File: config.mk
export PLATFORM = sky130hd
export DESIGN_NAME = rs_decode_sequencer_flat
export DESIGN_NICKNAME = d
export VERILOG_FILES = /design/src/rtl/rs_pkg.sv /design/src/rtl/rs_decode_sequencer_if.sv /design/src/rtl/rs_watchdog.sv /design/src/rtl/rs_decode_sequencer.sv /design/src/flat_wrapper.sv
export SDC_FILE = /design/constraint.sdc
export NUM_CORES = 1
export LEC_CHECK = 0
export ABC_AREA = 1
export CAP_MARGIN = 15
export CORE_UTILIZATION = 30
export CTS_CLUSTER_SIZE = 40
export DETAILED_ROUTE_END_ITERATION = 8
export PLACE_DENSITY = 0.51
export SLEW_MARGIN = 20
export SYNTH_ARGS = -nofsm -noshare
export SYNTH_HDL_FRONTEND = slang
export SYNTH_SLANG_ARGS = --single-unit
File: constraint.sdc
create_clock -name clk -period 5.07 [get_ports clk]
set_input_delay 0.507 -clock clk [delete_from_list [all_inputs] [get_ports clk]]
set_output_delay 0.507 -clock clk [all_outputs]
set_load 0.005 [all_outputs]
File: src/rtl/rs_pkg.sv
// Shared definitions for the RS(204,188) decode sequencer: parameter defaults,
// state encoding and a saturating counter helper.
package rs_pkg;

  localparam int N_BYTES_DEF = 204;
  localparam int T_MAX_DEF   = 8;
  localparam int TIMEOUT_DEF = 1023;

  typedef enum logic [2:0] {
    IDLE,
    RECV,
    SYND_WAIT,
    ELC_WAIT,
    CHIEN_WAIT,
    OUTPUT
  } state_t;

  function automatic logic [15:0] sat_inc(input logic [15:0] v);
    return (v == 16'hFFFF) ? v : v + 16'd1;
  endfunction

endpackage

File: src/rtl/rs_decode_sequencer_if.sv
// Handshake bundle between the decode sequencer and the RS datapath blocks.
interface rs_decode_sequencer_if;

  logic        in_valid;
  logic        in_sop;
  logic        in_ready;
  logic        synd_start;
  logic        synd_done;
  logic        synd_zero;
  logic        elc_start;
  logic        elc_done;
  logic [3:0]  elc_degree;
  logic        chien_start;
  logic        chien_done;
  logic [3:0]  chien_roots;
  logic        out_start;
  logic        out_correct;
  logic        out_done;
  logic        busy;
  logic        fail;
  logic [15:0] blk_count;
  logic [15:0] fail_count;

  // master is the datapath/environment side, slave is the sequencer
  modport master (
    output in_valid, in_sop, synd_done, synd_zero, elc_done, elc_degree,
           chien_done, chien_roots, out_done,
    input  in_ready, synd_start, elc_start, chien_start, out_start,
           out_correct, busy, fail, blk_count, fail_count
  );

  modport slave (
    input  in_valid, in_sop, synd_done, synd_zero, elc_done, elc_degree,
           chien_done, chien_roots, out_done,
    output in_ready, synd_start, elc_start, chien_start, out_start,
           out_correct, busy, fail, blk_count, fail_count
  );

endinterface

File: src/rtl/rs_watchdog.sv
// Wait-state watchdog: 10-bit cycle counter that flags expiry once LIMIT
// cycles have been spent in the same wait state.
module rs_watchdog #(
  parameter int unsigned LIMIT = rs_pkg::TIMEOUT_DEF
) (
  input  logic clk,
  input  logic rst,
  input  logic clear,
  input  logic enable,
  output logic expire
);

  logic [9:0] count;

  always_ff @(posedge clk or posedge rst) begin
    if (rst) begin
      count <= 10'd0;
    end else if (clear) begin
      count <= 10'd0;
    end else if (enable) begin
      count <= count + 10'd1;
    end
  end

  // count reads k in the k-th cycle (from 0) of a state, so LIMIT-1 ends the LIMIT-th cycle
  assign expire = enable && (count == 10'(LIMIT - 1));

endmodule

File: src/rtl/rs_decode_sequencer.sv
// Control sequencer for an RS(204,188) decoder: receives a codeword, then steps
// syndrome, Berlekamp-Massey, Chien/Forney and readout with registered strobes.
module rs_decode_sequencer
  import rs_pkg::*;
#(
  parameter int          N_BYTES = N_BYTES_DEF,
  parameter int          T_MAX   = T_MAX_DEF,
  parameter int unsigned TIMEOUT = TIMEOUT_DEF
) (
  input  logic                 clk,
  input  logic                 rst,
  rs_decode_sequencer_if.slave bus
);

  state_t     state, state_n;
  logic [7:0] byte_cnt, byte_cnt_n;
  logic [3:0] degree, degree_n;
  logic       synd_start_n, elc_start_n, chien_start_n, out_start_n;
  logic       correct_n, fail_n, blk_inc;
  logic       in_wait, wd_clear, wd_expire;

  rs_watchdog #(.LIMIT(TIMEOUT)) u_watchdog (
    .clk    (clk),
    .rst    (rst),
    .clear  (wd_clear),
    .enable (in_wait),
    .expire (wd_expire)
  );

  assign bus.in_ready = (state == IDLE) || (state == RECV);
  assign bus.busy     = (state != IDLE);

  always_comb begin
    in_wait  = (state == SYND_WAIT) || (state == ELC_WAIT) ||
               (state == CHIEN_WAIT) || (state == OUTPUT);
    wd_clear = !in_wait || (state_n != state);
  end

  always_comb begin
    state_n       = state;
    byte_cnt_n    = byte_cnt;
    degree_n      = degree;
    correct_n     = bus.out_correct;
    synd_start_n  = 1'b0;
    elc_start_n   = 1'b0;
    chien_start_n = 1'b0;
    out_start_n   = 1'b0;
    fail_n        = 1'b0;
    blk_inc       = 1'b0;
    unique case (state)
      IDLE: begin
        if (bus.in_valid && bus.in_sop) begin
          synd_start_n = 1'b1;
          byte_cnt_n   = 8'd1;
          state_n      = RECV;
        end
      end
      RECV: begin
        if (bus.in_valid && bus.in_sop) begin
          // a new start-of-packet inside a frame abandons the old one and restarts
          fail_n       = 1'b1;
          synd_start_n = 1'b1;
          byte_cnt_n   = 8'd1;
        end else if (bus.in_valid) begin
          byte_cnt_n = byte_cnt + 8'd1;
          if (byte_cnt == 8'(N_BYTES - 1)) state_n = SYND_WAIT;
        end
      end
      SYND_WAIT: begin
        if (bus.synd_done) begin
          if (bus.synd_zero) begin
            out_start_n = 1'b1;
            correct_n   = 1'b0;
            state_n     = OUTPUT;
          end else begin
            elc_start_n = 1'b1;
            state_n     = ELC_WAIT;
          end
        end else if (wd_expire) begin
          fail_n  = 1'b1;
          state_n = IDLE;
        end
      end
      ELC_WAIT: begin
        if (bus.elc_done) begin
          if (bus.elc_degree > 4'(T_MAX)) begin
            fail_n      = 1'b1;
            out_start_n = 1'b1;
            correct_n   = 1'b0;
            state_n     = OUTPUT;
          end else begin
            degree_n      = bus.elc_degree;
            chien_start_n = 1'b1;
            state_n       = CHIEN_WAIT;
          end
        end else if (wd_expire) begin
          fail_n  = 1'b1;
          state_n = IDLE;
        end
      end
      CHIEN_WAIT: begin
        if (bus.chien_done) begin
          correct_n   = (bus.chien_roots == degree);
          fail_n      = (bus.chien_roots != degree);
          out_start_n = 1'b1;
          state_n     = OUTPUT;
        end else if (wd_expire) begin
          fail_n  = 1'b1;
          state_n = IDLE;
        end
      end
      OUTPUT: begin
        if (bus.out_done) begin
          blk_inc   = 1'b1;
          correct_n = 1'b0;
          state_n   = IDLE;
        end else if (wd_expire) begin
          fail_n    = 1'b1;
          correct_n = 1'b0;
          state_n   = IDLE;
        end
      end
      default: state_n = IDLE;
    endcase
  end

  always_ff @(posedge clk or posedge rst) begin
    if (rst) begin
      state           <= IDLE;
      byte_cnt        <= 8'd0;
      degree          <= 4'd0;
      bus.synd_start  <= 1'b0;
      bus.elc_start   <= 1'b0;
      bus.chien_start <= 1'b0;
      bus.out_start   <= 1'b0;
      bus.out_correct <= 1'b0;
      bus.fail        <= 1'b0;
      bus.blk_count   <= 16'd0;
      bus.fail_count  <= 16'd0;
    end else begin
      state           <= state_n;
      byte_cnt        <= byte_cnt_n;
      degree          <= degree_n;
      bus.synd_start  <= synd_start_n;
      bus.elc_start   <= elc_start_n;
      bus.chien_start <= chien_start_n;
      bus.out_start   <= out_start_n;
      bus.out_correct <= correct_n;
      bus.fail        <= fail_n;
      if (blk_inc) bus.blk_count <= sat_inc(bus.blk_count);
      if (fail_n) bus.fail_count <= sat_inc(bus.fail_count);
    end
  end

endmodule

File: src/flat_wrapper.sv
// flat-port wrapper written by rule: the top's interface ports become plain ports
module rs_decode_sequencer_flat import rs_pkg::*;
#(
  parameter int          N_BYTES = N_BYTES_DEF,
  parameter int          T_MAX   = T_MAX_DEF,
  parameter int unsigned TIMEOUT = TIMEOUT_DEF
)
  (clk, rst, bus_in_valid, bus_in_sop, bus_synd_done, bus_synd_zero, bus_elc_done, bus_elc_degree, bus_chien_done, bus_chien_roots, bus_out_done, bus_in_ready, bus_synd_start, bus_elc_start, bus_chien_start, bus_out_start, bus_out_correct, bus_busy, bus_fail, bus_blk_count, bus_fail_count);
  rs_decode_sequencer_if bus_i ();
  input  logic clk;
  input  logic rst;
  input wire logic [$bits(bus_i.in_valid)-1:0] bus_in_valid;
  input wire logic [$bits(bus_i.in_sop)-1:0] bus_in_sop;
  input wire logic [$bits(bus_i.synd_done)-1:0] bus_synd_done;
  input wire logic [$bits(bus_i.synd_zero)-1:0] bus_synd_zero;
  input wire logic [$bits(bus_i.elc_done)-1:0] bus_elc_done;
  input wire logic [$bits(bus_i.elc_degree)-1:0] bus_elc_degree;
  input wire logic [$bits(bus_i.chien_done)-1:0] bus_chien_done;
  input wire logic [$bits(bus_i.chien_roots)-1:0] bus_chien_roots;
  input wire logic [$bits(bus_i.out_done)-1:0] bus_out_done;
  output wire logic [$bits(bus_i.in_ready)-1:0] bus_in_ready;
  output wire logic [$bits(bus_i.synd_start)-1:0] bus_synd_start;
  output wire logic [$bits(bus_i.elc_start)-1:0] bus_elc_start;
  output wire logic [$bits(bus_i.chien_start)-1:0] bus_chien_start;
  output wire logic [$bits(bus_i.out_start)-1:0] bus_out_start;
  output wire logic [$bits(bus_i.out_correct)-1:0] bus_out_correct;
  output wire logic [$bits(bus_i.busy)-1:0] bus_busy;
  output wire logic [$bits(bus_i.fail)-1:0] bus_fail;
  output wire logic [$bits(bus_i.blk_count)-1:0] bus_blk_count;
  output wire logic [$bits(bus_i.fail_count)-1:0] bus_fail_count;
  assign bus_i.in_valid = bus_in_valid;
  assign bus_i.in_sop = bus_in_sop;
  assign bus_i.synd_done = bus_synd_done;
  assign bus_i.synd_zero = bus_synd_zero;
  assign bus_i.elc_done = bus_elc_done;
  assign bus_i.elc_degree = bus_elc_degree;
  assign bus_i.chien_done = bus_chien_done;
  assign bus_i.chien_roots = bus_chien_roots;
  assign bus_i.out_done = bus_out_done;
  assign bus_in_ready = bus_i.in_ready;
  assign bus_synd_start = bus_i.synd_start;
  assign bus_elc_start = bus_i.elc_start;
  assign bus_chien_start = bus_i.chien_start;
  assign bus_out_start = bus_i.out_start;
  assign bus_out_correct = bus_i.out_correct;
  assign bus_busy = bus_i.busy;
  assign bus_fail = bus_i.fail;
  assign bus_blk_count = bus_i.blk_count;
  assign bus_fail_count = bus_i.fail_count;
  rs_decode_sequencer #(.N_BYTES(N_BYTES), .T_MAX(T_MAX), .TIMEOUT(TIMEOUT)) u_core (.clk(clk), .rst(rst), .bus(bus_i));
endmodule
==> out/qor.tcl <==
set qor(outcome) {complete, no violations}
set qor(placement.io_buffers) 56
set qor(cp_slowest_cell) {sky130_fd_sc_hd__clkdlybuf4s50_1}
set qor(synth_top_flop_cell) {sky130_fd_sc_hd__dfrtp_1}
set qor(crit_buf_inv) 1
set qor(drc_violation_total_after_the_first_tritonroute_iteration) 121
set qor(crit_path_start_kind) {flip-flop}
set qor(async_reset_ff_frac) 1.00
set qor(power.ir.vdd_worst_uv) 184
set qor(n_antenna_cell) 0
set qor(detail_route.first_pass.iterations) 4
set qor(cts_setup_buffers) 0
set qor(fin_area_um2) 4570
set qor(leakage_uw) 0.00210
set qor(die_x_um) 111
set qor(maximum_number_of_pins_on_one_net_before_global_route_repair) 64
set qor(postRouteWirelength_um) 8390
set qor(cp_slowest_stage_delay_ps) 490
set qor(required_ps) 4560
set qor(clkLatencyLatePin_ps) 330
set qor(grt_antenna_before_repair) 0
set qor(synth.yosys.seq_area_share) 0.445
set qor(max-cap-violations) 0
set qor(wl_per_cell_um) 12.8
set qor(fin_nets) 532
set qor(syn-num-nets) 470
set qor(worst_slew_pin_slew_ps) 822
set qor(dp_hpwl_um) 6080
set qor(pwr_density_cell_nw_per_um2) 342
set qor(first_global_vias) 2939
set qor(grt_setup_unrepaired) {false}
set qor(final_cell_mix) {116 x sky130_fd_sc_hd__nand2_1, 63 x sky130_fd_sc_hd__dfrtp_1, 56 x sky130_fd_sc_hd__clkdlybuf4s50_1, 51 x sky130_fd_sc_hd__inv_1, 47 x sky130_fd_sc_hd__nor2_1}
set qor(finalSetupTns_ps) 0
set qor(die-height_um) 111
set qor(tritoncts) {built}
set qor(clock-sinks) 63
set qor(synthCells) 448
set qor(floorplan.core_area_um2) 11500
set qor(dpl_worst_slack_ps) 2750
set qor(register_bit_total_from_synthesis) 63
set qor(arrival_time_of_data_at_the_critical_path_endpoint_ps) 1750
set qor(first_pass_grt_wire_length_um) 14400
set qor(detail-route-antenna-nets) 0
set qor(cts.reportedPaths.clkPinSlew_ps) 50
set qor(setup-violations-final) 0
set qor(yosys.cell_types.count) 36
set qor(period_minus_slack_ps) 2250
set qor(worst-setup-path-type) {flip-flop to primary output}
set qor(netlist_area_before_placement_um2) 3540
set qor(synthesis.yosys.warnings) 0
set qor(utilization) 0.398
set qor(worstPathCellList) {nor2_1 > nand2_1 > clkdlybuf4s50_1}
set qor(cts.repair.resized) 0
set qor(final_min_period_over_clock_period) 0.445
set qor(timing.fmax_mhz) 443
set qor(ioPinCount) 57
set qor(drc) 0
set qor(design.die.area_um2) 12200
set qor(hold_viol_final) 0
set qor(timing.hold.worst.class) {flip-flop to flip-flop}
set qor(grt_remaining_overflow) 0
set qor(drive_above_1_share) 0.0642
set qor(slew_violations) 0
set qor(fin_worst_skew_ps) 8.66
set qor(grt_use_total) 0.146
set qor(synth_enable_flop_cells) 0
set qor(timing.hold.ws_ps) 489
set qor(cts_max_level) 3
set qor(gp_congestion) 0.895
set qor(post_dp_cell_area_um2) 4230
set qor(syn_to_final_growth_pct) 28.9
set qor(cts_made_buffers) 9
set qor(clk_root_buffer_cell) {sky130_fd_sc_hd__clkbuf_16}
set qor(postCtsHoldBufs) 0
set qor(timing.final.ws_setup_ps) 2820
set qor(max_slew_margin) 0.452
set qor(postSynthAreaPerCell_um2) 7.90
set qor(most_common_cell_after_layout_fill_and_taps_aside) {sky130_fd_sc_hd__nand2_1}
set qor(std_cell_rows) 39
set qor(drt-vias-per-instance) 4.67
set qor(cpLargestDelayFamily) {buffers and inverters}
set qor(clk_path_buf_depth) 2
set qor(worst-path-max-fanout) 8
set qor(timing.critical_path.to_type) {primary output}
set qor(route.vias.total) 3067
set qor(floorplan.initialDensity) 0.309
[per-stage QoR]
| step | cells | total power, uW |
|---|---|---|
| after floorplan | 448 | 762 |
| after global placement | 642 | 880 |
| after detailed placement | 642 | 886 |
| after CTS | 657 | 1580 |
| after global routing | 657 | 1640 |
| final | 657 | 1560 |
[sequential cells by signal, indices dropped and copies added, names as in the netlist]
signal,flops
u_core.state,3
u_core.bus.blk_count,16
u_core.bus.out_correct,1
u_core.bus.out_start,1
u_core.bus.fail_count,16
u_core.byte_cnt,8
u_core.u_watchdog.count,10
u_core.bus.chien_start,1
u_core.bus.synd_start,1
u_core.bus.elc_start,1
u_core.degree,4
u_core.bus.fail,1
[worst reg2reg max path, stage by stage (launching register included)]
cell,delay [ps]
sky130_fd_sc_hd__dfrtp_1,450
sky130_fd_sc_hd__ha_1,270
sky130_fd_sc_hd__nand3_2,130
sky130_fd_sc_hd__inv_2,90
sky130_fd_sc_hd__nand3_2,100
sky130_fd_sc_hd__or3_1,650
sky130_fd_sc_hd__nand2_8,270
sky130_fd_sc_hd__nand2_1,70
sky130_fd_sc_hd__nand2_1,60
[where the power goes]
group | total [uW] | switching (uW) | leakage, uW | internal (uW)
logic | 262 | 140 | 0.00112 | 121
registers | 611 | 62.0 | 0.000816 | 549
clock network | 687 | 220 | 0.000165 | 467
total | 1560 | 422 | 0.00210 | 1140
[layout make-up]
cell class	count	area, um2
Timing Repair Buffer	57	568
Clock buffer	12	267
Fill cell	1167	6900
Sequential cell	63	1580
Multi-Input combinational cell	324	1700
Clock inverter	3	65.1
Tap cell	143	179
Inverter	55	206
[final timing paths]
kind | startpoint | endpoint | slack, ps | depth (start not counted)
hold reg to reg | u_core.u_watchdog.count[0] | u_core.u_watchdog.count[0] | 490 | 1
setup / recovery | u_core.state[2] | bus_busy | 2820 | 3
min in group asynchronous | rst | u_core.byte_cnt[6] | 740 | 3
max in group asynchronous | rst | u_core.degree[0] | 3790 | 3
hold / removal | u_core.u_watchdog.count[0] | u_core.u_watchdog.count[0] | 490 | 1
setup reg to reg | u_core.bus.fail_count[0] | u_core.bus.fail_count[3] | 2920 | 8
[cell usage after synthesis, types with 3 or more instances]
library cell              instances  area share
sky130_fd_sc_hd__nand2_1        116        0.12
sky130_fd_sc_hd__dfrtp_1         63        0.45
sky130_fd_sc_hd__inv_1           52       0.055
sky130_fd_sc_hd__nor2_1          47       0.050
sky130_fd_sc_hd__nand3_1         42       0.059
sky130_fd_sc_hd__xor2_1          25       0.062
sky130_fd_sc_hd__nand4_1         16       0.028
sky130_fd_sc_hd__nor3_1          14       0.020
sky130_fd_sc_hd__xnor2_1         14       0.035
sky130_fd_sc_hd__a21oi_1         11       0.016
sky130_fd_sc_hd__o21ai_0          9       0.013
sky130_fd_sc_hd__ha_1             5       0.018
sky130_fd_sc_hd__buf_4            3      0.0064
sky130_fd_sc_hd__inv_2            3      0.0032
sky130_fd_sc_hd__nand3_2          3      0.0085
[cell families (layout without fill, tap and decap cells)]
logic type	count (synthesis)	after routing	share of synthesized area
AOI/OAI and AO/OA	31	31	0.0509
buffers and inverters	61	127	0.0735
DFF	63	63	0.445
and+or+nand+nor	249	249	0.316
xor gates and xnor gates	39	39	0.0965
adders and majority gates	5	5	0.0177
[routing by layer]
metal | global-route usage | up-vias | share of wire
li1 | - | 1562 | -
met1 | 0.213 | 1425 | 0.53
met2 | 0.209 | 68 | 0.42
met3 | 0.0285 | 12 | 0.037
met4 | 0.0613 | 0 | 0.015
met5 | 0 | - | 0
Power figures use the tool's default switching activity.
